[src/rtl/gf_inv_8_shared_pipe_pkg.sv]
// Shared types, constants and GF((2^4)^2) normal-basis helpers for the masked byte inverter.
// Element layout: byte {hi, lo} is hi*Y^16 + lo*Y; nibbles and pairs follow the same high/low split.
package gf_inv_8_shared_pipe_pkg;

    localparam int unsigned SHARES       = 3;
    localparam int unsigned NIB_W        = 4;
    localparam int unsigned BYTE_W       = 8;
    localparam int unsigned RND_PER_LANE = 16;

    typedef logic [NIB_W-1:0] nib_t;

    typedef struct packed {
        nib_t s1;
        nib_t s2;
        nib_t s3;
    } nib3_t;

    typedef struct packed {
        nib3_t hi;
        nib3_t lo;
        nib_t  sq_a;
        nib_t  sq_b;
        nib3_t mul;
        nib_t  r12;
    } stage1_t;

    typedef struct packed {
        nib3_t hi;
        nib3_t lo;
        nib3_t inv;
        nib_t  r34;
    } stage2_t;

    function automatic int unsigned latency(int unsigned out_reg);
        return 2 + out_reg;
    endfunction

    function automatic logic [1:0] gf_mul_2(logic [1:0] x, logic [1:0] y);
        logic e;
        e = (x[1] ^ x[0]) & (y[1] ^ y[0]);
        return {(x[1] & y[1]) ^ e, (x[0] & y[0]) ^ e};
    endfunction

    // Scale by N = w^2 and by w in GF(2^2).
    function automatic logic [1:0] gf_scl_n_2(logic [1:0] x);
        return {x[0], x[1] ^ x[0]};
    endfunction

    function automatic logic [1:0] gf_scl_w_2(logic [1:0] x);
        return {x[1] ^ x[0], x[1]};
    endfunction

    function automatic nib_t gf_muls_4(nib_t x, nib_t y);
        logic [1:0] e;
        e = gf_scl_n_2(gf_mul_2(x[3:2] ^ x[1:0], y[3:2] ^ y[1:0]));
        return {gf_mul_2(x[3:2], y[3:2]) ^ e, gf_mul_2(x[1:0], y[1:0]) ^ e};
    endfunction

    // nu * x^2 with nu = w*Z; squaring in GF(2^2) is a bit swap.
    function automatic nib_t gf_sq_scl_4(nib_t x);
        logic [1:0] ab;
        ab = x[3:2] ^ x[1:0];
        return {ab[0], ab[1], gf_scl_w_2({x[0], x[1]})};
    endfunction

    function automatic nib_t gf_inv_4(nib_t x);
        nib_t x2, x4, x8;
        x2 = gf_muls_4(x, x);
        x4 = gf_muls_4(x2, x2);
        x8 = gf_muls_4(x4, x4);
        return gf_muls_4(gf_muls_4(x2, x4), x8);
    endfunction

    // Three-share product: each output share omits one input share index.
    function automatic nib3_t gf_muls_4_shared(nib3_t a, nib3_t b);
        nib3_t q;
        q.s1 = gf_muls_4(a.s2, b.s2) ^ gf_muls_4(a.s2, b.s3) ^ gf_muls_4(a.s3, b.s2);
        q.s2 = gf_muls_4(a.s3, b.s3) ^ gf_muls_4(a.s1, b.s3) ^ gf_muls_4(a.s3, b.s1);
        q.s3 = gf_muls_4(a.s1, b.s1) ^ gf_muls_4(a.s1, b.s2) ^ gf_muls_4(a.s2, b.s1);
        return q;
    endfunction

    // x^-1 = x^14 = x^2 * x^4 * x^8; squaring is linear so it runs per share.
    function automatic nib3_t gf_inv_4_shared(nib3_t x);
        nib3_t x2, x4, x8;
        x2 = {gf_muls_4(x.s1, x.s1), gf_muls_4(x.s2, x.s2), gf_muls_4(x.s3, x.s3)};
        x4 = {gf_muls_4(x2.s1, x2.s1), gf_muls_4(x2.s2, x2.s2), gf_muls_4(x2.s3, x2.s3)};
        x8 = {gf_muls_4(x4.s1, x4.s1), gf_muls_4(x4.s2, x4.s2), gf_muls_4(x4.s3, x4.s3)};
        return gf_muls_4_shared(gf_muls_4_shared(x2, x4), x8);
    endfunction

    // Unmasked reference inversion.
    function automatic logic [7:0] gf_inv_8(logic [7:0] x);
        nib_t d;
        d = gf_inv_4(gf_sq_scl_4(x[7:4] ^ x[3:0]) ^ gf_muls_4(x[7:4], x[3:0]));
        return {gf_muls_4(d, x[3:0]), gf_muls_4(d, x[7:4])};
    endfunction

endpackage

[src/rtl/gf_inv_8_shared_lane.sv]
// One byte lane of the masked inverter: two register stages, remasking with per-lane randomness.
module gf_inv_8_shared_lane
    import gf_inv_8_shared_pipe_pkg::*;
(
    input  logic        clk,
    input  logic        rst,
    input  logic        en,
    input  logic        clr,
    input  logic [7:0]  sh1_in,
    input  logic [7:0]  sh2_in,
    input  logic [7:0]  sh3_in,
    input  logic [15:0] rnd,
    output logic [7:0]  sh1_out,
    output logic [7:0]  sh2_out,
    output logic [7:0]  sh3_out
);

    nib3_t   hi_in, lo_in, m, c, d, dd, oh, ol;
    stage1_t s1_d, s1_q;
    stage2_t s2_d, s2_q;

    // Stage 1: norm terms; share 3's square is folded into share 2.
    always_comb begin
        hi_in = {sh1_in[7:4], sh2_in[7:4], sh3_in[7:4]};
        lo_in = {sh1_in[3:0], sh2_in[3:0], sh3_in[3:0]};
        m     = gf_muls_4_shared(hi_in, lo_in);
        s1_d          = '0;
        s1_d.hi       = hi_in;
        s1_d.lo       = lo_in;
        s1_d.sq_a     = gf_sq_scl_4(hi_in.s1 ^ lo_in.s1);
        s1_d.sq_b     = gf_sq_scl_4(hi_in.s2 ^ lo_in.s2 ^ hi_in.s3 ^ lo_in.s3);
        s1_d.mul.s1   = m.s1;
        s1_d.mul.s2   = m.s2 ^ rnd[3:0];
        s1_d.mul.s3   = m.s3 ^ rnd[7:4];
        s1_d.r12      = rnd[3:0] ^ rnd[7:4];
    end

    // Stage 2: the r1^r2 compensation lands on share 1 before the nibble inversion.
    always_comb begin
        c = {s1_q.sq_a ^ s1_q.mul.s1 ^ s1_q.r12, s1_q.sq_b ^ s1_q.mul.s2, s1_q.mul.s3};
        d = gf_inv_4_shared(c);
        s2_d        = '0;
        s2_d.hi     = s1_q.hi;
        s2_d.lo     = s1_q.lo;
        s2_d.inv.s1 = d.s1;
        s2_d.inv.s2 = d.s2 ^ rnd[11:8];
        s2_d.inv.s3 = d.s3 ^ rnd[15:12];
        s2_d.r34    = rnd[11:8] ^ rnd[15:12];
    end

    always_ff @(posedge clk) begin
        if (!rst || clr) begin
            s1_q <= '0;
            s2_q <= '0;
        end else if (en) begin
            s1_q <= s1_d;
            s2_q <= s2_d;
        end
    end

    always_comb begin
        dd = {s2_q.inv.s1 ^ s2_q.r34, s2_q.inv.s2, s2_q.inv.s3};
        oh = gf_muls_4_shared(dd, s2_q.lo);
        ol = gf_muls_4_shared(dd, s2_q.hi);
        sh1_out = {oh.s1, ol.s1};
        sh2_out = {oh.s2, ol.s2};
        sh3_out = {oh.s3, ol.s3};
    end

endmodule

[src/rtl/gf_inv_8_shared_pipe.sv]
// Multi-lane three-share GF(2^8) inverter with valid tracking and optional output register.
module gf_inv_8_shared_pipe
    import gf_inv_8_shared_pipe_pkg::*;
#(
    parameter int unsigned LANES   = 4,
    parameter int unsigned OUT_REG = 0
)(
    input  logic                         clk,
    input  logic                         rst,
    input  logic                         en,
    input  logic                         clr,
    input  logic                         in_valid,
    input  logic [BYTE_W*LANES-1:0]      sh1_in,
    input  logic [BYTE_W*LANES-1:0]      sh2_in,
    input  logic [BYTE_W*LANES-1:0]      sh3_in,
    input  logic [RND_PER_LANE*LANES-1:0] rnd,
    output logic                         out_valid,
    output logic [BYTE_W*LANES-1:0]      sh1_out,
    output logic [BYTE_W*LANES-1:0]      sh2_out,
    output logic [BYTE_W*LANES-1:0]      sh3_out
);

    localparam int unsigned LAT = latency(OUT_REG);
    localparam int unsigned W   = BYTE_W * LANES;

    logic [LAT-1:0] valid_q;
    logic [W-1:0]   lane_sh1, lane_sh2, lane_sh3;

    always_ff @(posedge clk) begin
        if (!rst || clr) begin
            valid_q <= '0;
        end else if (en) begin
            valid_q <= {valid_q[LAT-2:0], in_valid};
        end
    end

    assign out_valid = valid_q[LAT-1];

    for (genvar k = 0; k < LANES; k++) begin : g_lane
        gf_inv_8_shared_lane u_lane (
            .clk     (clk),
            .rst     (rst),
            .en      (en),
            .clr     (clr),
            .sh1_in  (sh1_in[BYTE_W*k +: BYTE_W]),
            .sh2_in  (sh2_in[BYTE_W*k +: BYTE_W]),
            .sh3_in  (sh3_in[BYTE_W*k +: BYTE_W]),
            .rnd     (rnd[RND_PER_LANE*k +: RND_PER_LANE]),
            .sh1_out (lane_sh1[BYTE_W*k +: BYTE_W]),
            .sh2_out (lane_sh2[BYTE_W*k +: BYTE_W]),
            .sh3_out (lane_sh3[BYTE_W*k +: BYTE_W])
        );
    end

    if (OUT_REG != 0) begin : g_out_reg
        logic [W-1:0] o1_q, o2_q, o3_q;

        always_ff @(posedge clk) begin
            if (!rst || clr) begin
                o1_q <= '0;
                o2_q <= '0;
                o3_q <= '0;
            end else if (en) begin
                o1_q <= lane_sh1;
                o2_q <= lane_sh2;
                o3_q <= lane_sh3;
            end
        end

        assign sh1_out = o1_q;
        assign sh2_out = o2_q;
        assign sh3_out = o3_q;
    end else begin : g_out_comb
        assign sh1_out = lane_sh1;
        assign sh2_out = lane_sh2;
        assign sh3_out = lane_sh3;
    end

endmodule

[config.mk]
export PLATFORM = sky130hd
export DESIGN_NAME = gf_inv_8_shared_pipe
export DESIGN_NICKNAME = d
export VERILOG_FILES = /design/src/rtl/gf_inv_8_shared_pipe_pkg.sv /design/src/rtl/gf_inv_8_shared_lane.sv /design/src/rtl/gf_inv_8_shared_pipe.sv
export SDC_FILE = /design/constraint.sdc
export NUM_CORES = 2
export LEC_CHECK = 0
export ABC_AREA = 0
export CAP_MARGIN = 0
export CORE_ASPECT_RATIO = 2
export CORE_MARGIN = 5
export CORE_UTILIZATION = 47
export CTS_CLUSTER_SIZE = 14
export DETAILED_ROUTE_END_ITERATION = 7
export HOLD_SLACK_MARGIN = 0.12
export PLACE_DENSITY_LB_ADDON = 0.05
export SYNTH_ARGS = -nofsm -noshare
export SYNTH_HDL_FRONTEND = slang
export SYNTH_SLANG_ARGS = --single-unit
[constraint.sdc]
create_clock -name clk -period 8.4 [get_ports clk]
set_input_delay 0.84 -clock clk [delete_from_list [all_inputs] [get_ports clk]]
set_output_delay 0.84 -clock clk [all_outputs]
set_load 0.1 [all_outputs]
==> metrics <==
status=completed; endpoints failing setup=0; PostCTS Resize Cnt=0; Compound-Gate Fraction of Synth Area=between 20% and 30%; num rows=175; CTS Hold Bufs=0; Clk pin slew, worst setup/hold paths=approximately 0.070 ns; final setup skew=~0.025 ns; root buffer cell=clkbuf_16; fmax=around 0.16 GHz; post-synthesis adder-cell area fraction=between 1 and 1.5%; r2r setup slk=approximately 2.1 ns; critical path's most frequent cell=xnor2_1; Max stage delay on crit path=0.89 ns; Tcrit/Tclk final=between 70% and 80%; fill cell count=around 11000; r2r endpoint=g_lane[1].u_lane.s2_q[15]$_SDFFE_PP0P_; Cell variety after synth=between 100 and 150; DR vias=around 50000; clock latency on the worst-skew pair=about 0.59 ns; Die X-Extent=approximately 250 µm; placed cell areas=56900 µm²; num ports=roughly 260; dominant cells by area after synthesis=xnor2_1, dfxtp_1, mux2i_1, xor2_1, nor2_1; Hold/Removal Path Class=reg -> reg; XOR/XNOR Fraction of Synth Area=34.3%; Final Max Slew Viols=0; GRT Util Overall=between 20% and 30%; # port buffers=~260; top_reg_cell synth=dfxtp_1; Remaining Overflow, GRT=0; worst r2r src=g_lane[1].u_lane.s1_q[23]$_SDFFE_PP0P_; post-route setup slack=about 2.1 ns; max_slew headroom=roughly 14%; largest net degree at the start of global routing=170; CTS tree=built; Die H=487 µm; critical path's slowest cell=xor3_1; clk buf depth=3; multi-input logic area=around 44000 µm²; RSZ-0062 raised after global routing=no; Synth Instances=roughly 7000; Power Density=between 400 and 500 nW/µm²; total area of sequential cells=about 7100 µm²; combinational family with the most area after synthesis=XOR/XNOR gates; crit path buf inv count=3; Syn Nets=7380; vias in the first global route=about 48000; mux cell area share after synthesis=between 8 and 9%; first-pass GRT wire length=around 280000 µm; CP Data Required Time=between 8 and 9 ns; ys async rst share=0%; Starting Density=a little under half; delay-heaviest family, CP=XOR/XNOR gates; Avg WL per Cell=between 20 and 25 µm; post-detail-place hpwl=roughly 140000 µm; area grow syn2layout=8.96%; Die ar.=~120000 µm²; post-synthesis sequential area ratio=13.2%; Vias/cell=between 5 and 6; FF-to-FF path depth=17; leakage=between 0.02 and 0.025 µW; layout cells sized above 1=6.21%; Setup Total Neg Slack=0 ns; total CTS buffers=39; drt first pass iters=8; setup bufs post-CTS=0; clock period minus worst slack=around 6.3 ns; critical path endpoint category=flop; DR iter-0 viols=around 3100; max_cap viols=0; crit path max fanout=17; hold_sp=g_lane[1].u_lane.s1_q[25]$_SDFFE_PP0P_; VDD IR max=roughly 530 µV; worst path cell trace=xor3_1 > inv_2 > ha_1 > buf_4 > inv_1 > and3_1 > a2111oi_0 > a21oi_1 > or3_1 > and2_1 > xnor2_1 > mux2i_1 > xnor2_1 > mux2i_1 > xor2_1 > xnor2_1 > a211oi_2; Post-route DRC=0; final hold vios=0; H-tree Lvls=2; post-place setup slack=2.21 ns; CORE AREA=approximately 110000 µm²; Antenna Nets Post-Route=0; nets=about 7300; kind of start point of the critical path=flop; Crit Path Class=reg -> reg; Clock Sinks=~350; post-synth top area cell=xnor2_1; Post-synth EDFFs=0; post-detailed-routing wire length=about 180000 µm; initial antenna violation count=4; Synth Area in Simple Gates=roughly 17%; hold depth=2; Hold EP=g_lane[1].u_lane.s2_q[17]$_SDFFE_PP0P_; Synth warnings=0; area of the mapped netlist=around 53000 µm²; Yosys reg bits=around 350; Final GP Congestion=0.967; worst slew pin tran=1.28 ns; Synth top area share=a little over a fifth; Avg Inst Size Synth=between 7 and 8 µm²; crit path DAT=6.75 ns; post-route cell area=between 50000 and 60000 µm²
==> registers in the layout (all words and copies together) (netlist names) <==
signal and flops:
g_lane.u_lane.s2_q 128, valid_q 2, g_lane.u_lane.dd 32, g_lane.u_lane.s1_q 176, g_lane.u_lane.c 16
==> kinds of logic (layout without fill, tap and decap cells) <==
| family | Yosys count | count (layout) |
|---|---|---|
| and+or+nand+nor | 2008 | 2008 |
| xor gates and xnor gates | 1870 | 1870 |
| AOI/OAI and AO/OA | 1781 | 1781 |
| buffers and inverters | 675 | 580 |
| muxes | 429 | 429 |
| DFF | 354 | 354 |
| adders and majority gates | 50 | 50 |
| other | 0 | 2 |
==> power breakdown <==
group          leakage, µW  switching [µW]  internal [µW]
sequential         0.00288             167           1810
clock             0.000681             776           1140
combinational       0.0174           14100          10000
total               0.0209           15100          13000
==> layout make-up <==
type	instances	share of cell area, %
multi-input combinational	6138	75.1
sequential	354	12.2
tap	1504	3.23
antenna	2	0.00859
timing repair buffer	415	6.51
inverter	98	0.657
clock buffer	49	1.88
clock inverter	18	0.496
==> worst reg2reg max path, stage by stage, from the launching register on <==
cell       delay [ns]
dfxtp_1          0.31
xor3_1           0.89
inv_2            0.35
ha_1             0.46
buf_4            0.32
inv_1            0.25
and3_1           0.24
a2111oi_0        0.40
a21oi_1          0.20
or3_1            0.48
and2_1           0.24
xnor2_1          0.88
mux2i_1          0.31
xnor2_1          0.10
mux2i_1          0.16
xor2_1           0.27
xnor2_1          0.12
a211oi_2         0.21
==> metal layers <==
metal | share of wire [%] | vias up | global-route usage, %
met5 | 0.019 | - | 0
met4 | 7.0 | 4 | 17.0
met3 | 3.4 | 489 | 2.09
met2 | 53 | 1413 | 55.4
met1 | 36 | 23589 | 29.4
li1 | - | 24714 | -
==> cells in the final DEF (no fill, tap or decap), drive strengths merged, types with 58 or more instances in the layout <==
master	Yosys	final
a211oi	136	136
a21oi	421	421
a22oi	140	140
buf	137	157
clkdlybuf4s50	0	258
dfxtp	354	354
inv	92	96
mux2	61	61
mux2i	367	367
nand2	481	481
nand2b	113	113
nand3	136	136
nor2	832	832
nor2b	70	70
nor3	172	172
o211ai	71	71
o21ai	493	493
o22ai	158	158
xnor2	1386	1386
xnor3	58	58
xor2	406	406
==> cells in the mapped netlist (15+ instances only) <==
cell	number
or3_1	19
xnor2_2	54
buf_1	70
inv_1	75
a32oi_1	50
o221ai_1	26
a221oi_1	21
nor3_1	172
a31oi_1	41
o211ai_1	71
or2_2	15
buf_2	51
xnor3_1	54
ha_1	48
nand3b_1	28
and3_1	35
o32ai_1	23
nand3_1	136
a211oi_1	130
a22o_1	16
nor3b_1	20
dfxtp_1	354
xnor2_4	19
o21ai_0	473
o22ai_1	156
xor3_1	16
a22oi_1	140
o22a_1	17
nor2_1	832
nor2b_1	70
o21ai_1	19
o21a_1	18
xor2_1	396
and2_1	30
xnor2_1	1313
a21o_1	28
clkbuf_1	440
nand2_1	481
mux2i_1	366
a21oi_1	417
nand2b_1	113
mux2_2	60
==> worst max-delay path by stage <==
| stage | start | endpoint | slack (ns) | cells past startpoint |
|---|---|---|---|---|
| 2_1_floorplan | g_lane[1].u_lane.c[2]$_SDFFE_PP0P_ | g_lane[1].u_lane.s2_q[13]$_SDFFE_PP0P_ | 3.49 | 20 |
| 3_3_place_gp | g_lane[1].u_lane.s1_q[23]$_SDFFE_PP0P_ | g_lane[1].u_lane.s2_q[13]$_SDFFE_PP0P_ | 2.28 | 18 |
| 3_5_place_dp | g_lane[1].u_lane.c[2]$_SDFFE_PP0P_ | g_lane[1].u_lane.s2_q[13]$_SDFFE_PP0P_ | 2.21 | 19 |
| 4_1_cts | g_lane[1].u_lane.c[2]$_SDFFE_PP0P_ | g_lane[1].u_lane.s2_q[12]$_SDFFE_PP0P_ | 2.17 | 19 |
| 5_1_grt | g_lane[1].u_lane.s1_q[23]$_SDFFE_PP0P_ | g_lane[1].u_lane.s2_q[13]$_SDFFE_PP0P_ | 1.64 | 18 |
| 6_report | g_lane[1].u_lane.s1_q[23]$_SDFFE_PP0P_ | g_lane[1].u_lane.s2_q[15]$_SDFFE_PP0P_ | 2.14 | 17 |
==> per-stage QoR <==
step,hold slack [ns],instances,utilization (%),power (µW)
2_1_floorplan,0.460,7167,-,21000
3_3_place_gp,0.470,8509,50.2,25700
3_5_place_dp,0.481,8509,50.2,26000
4_1_cts,0.490,8576,51.4,28000
5_1_grt,0.511,8577,51.4,30200
6_report,0.492,8578,51.4,28100
Note: power is estimated with default switching activity, not from simulation.
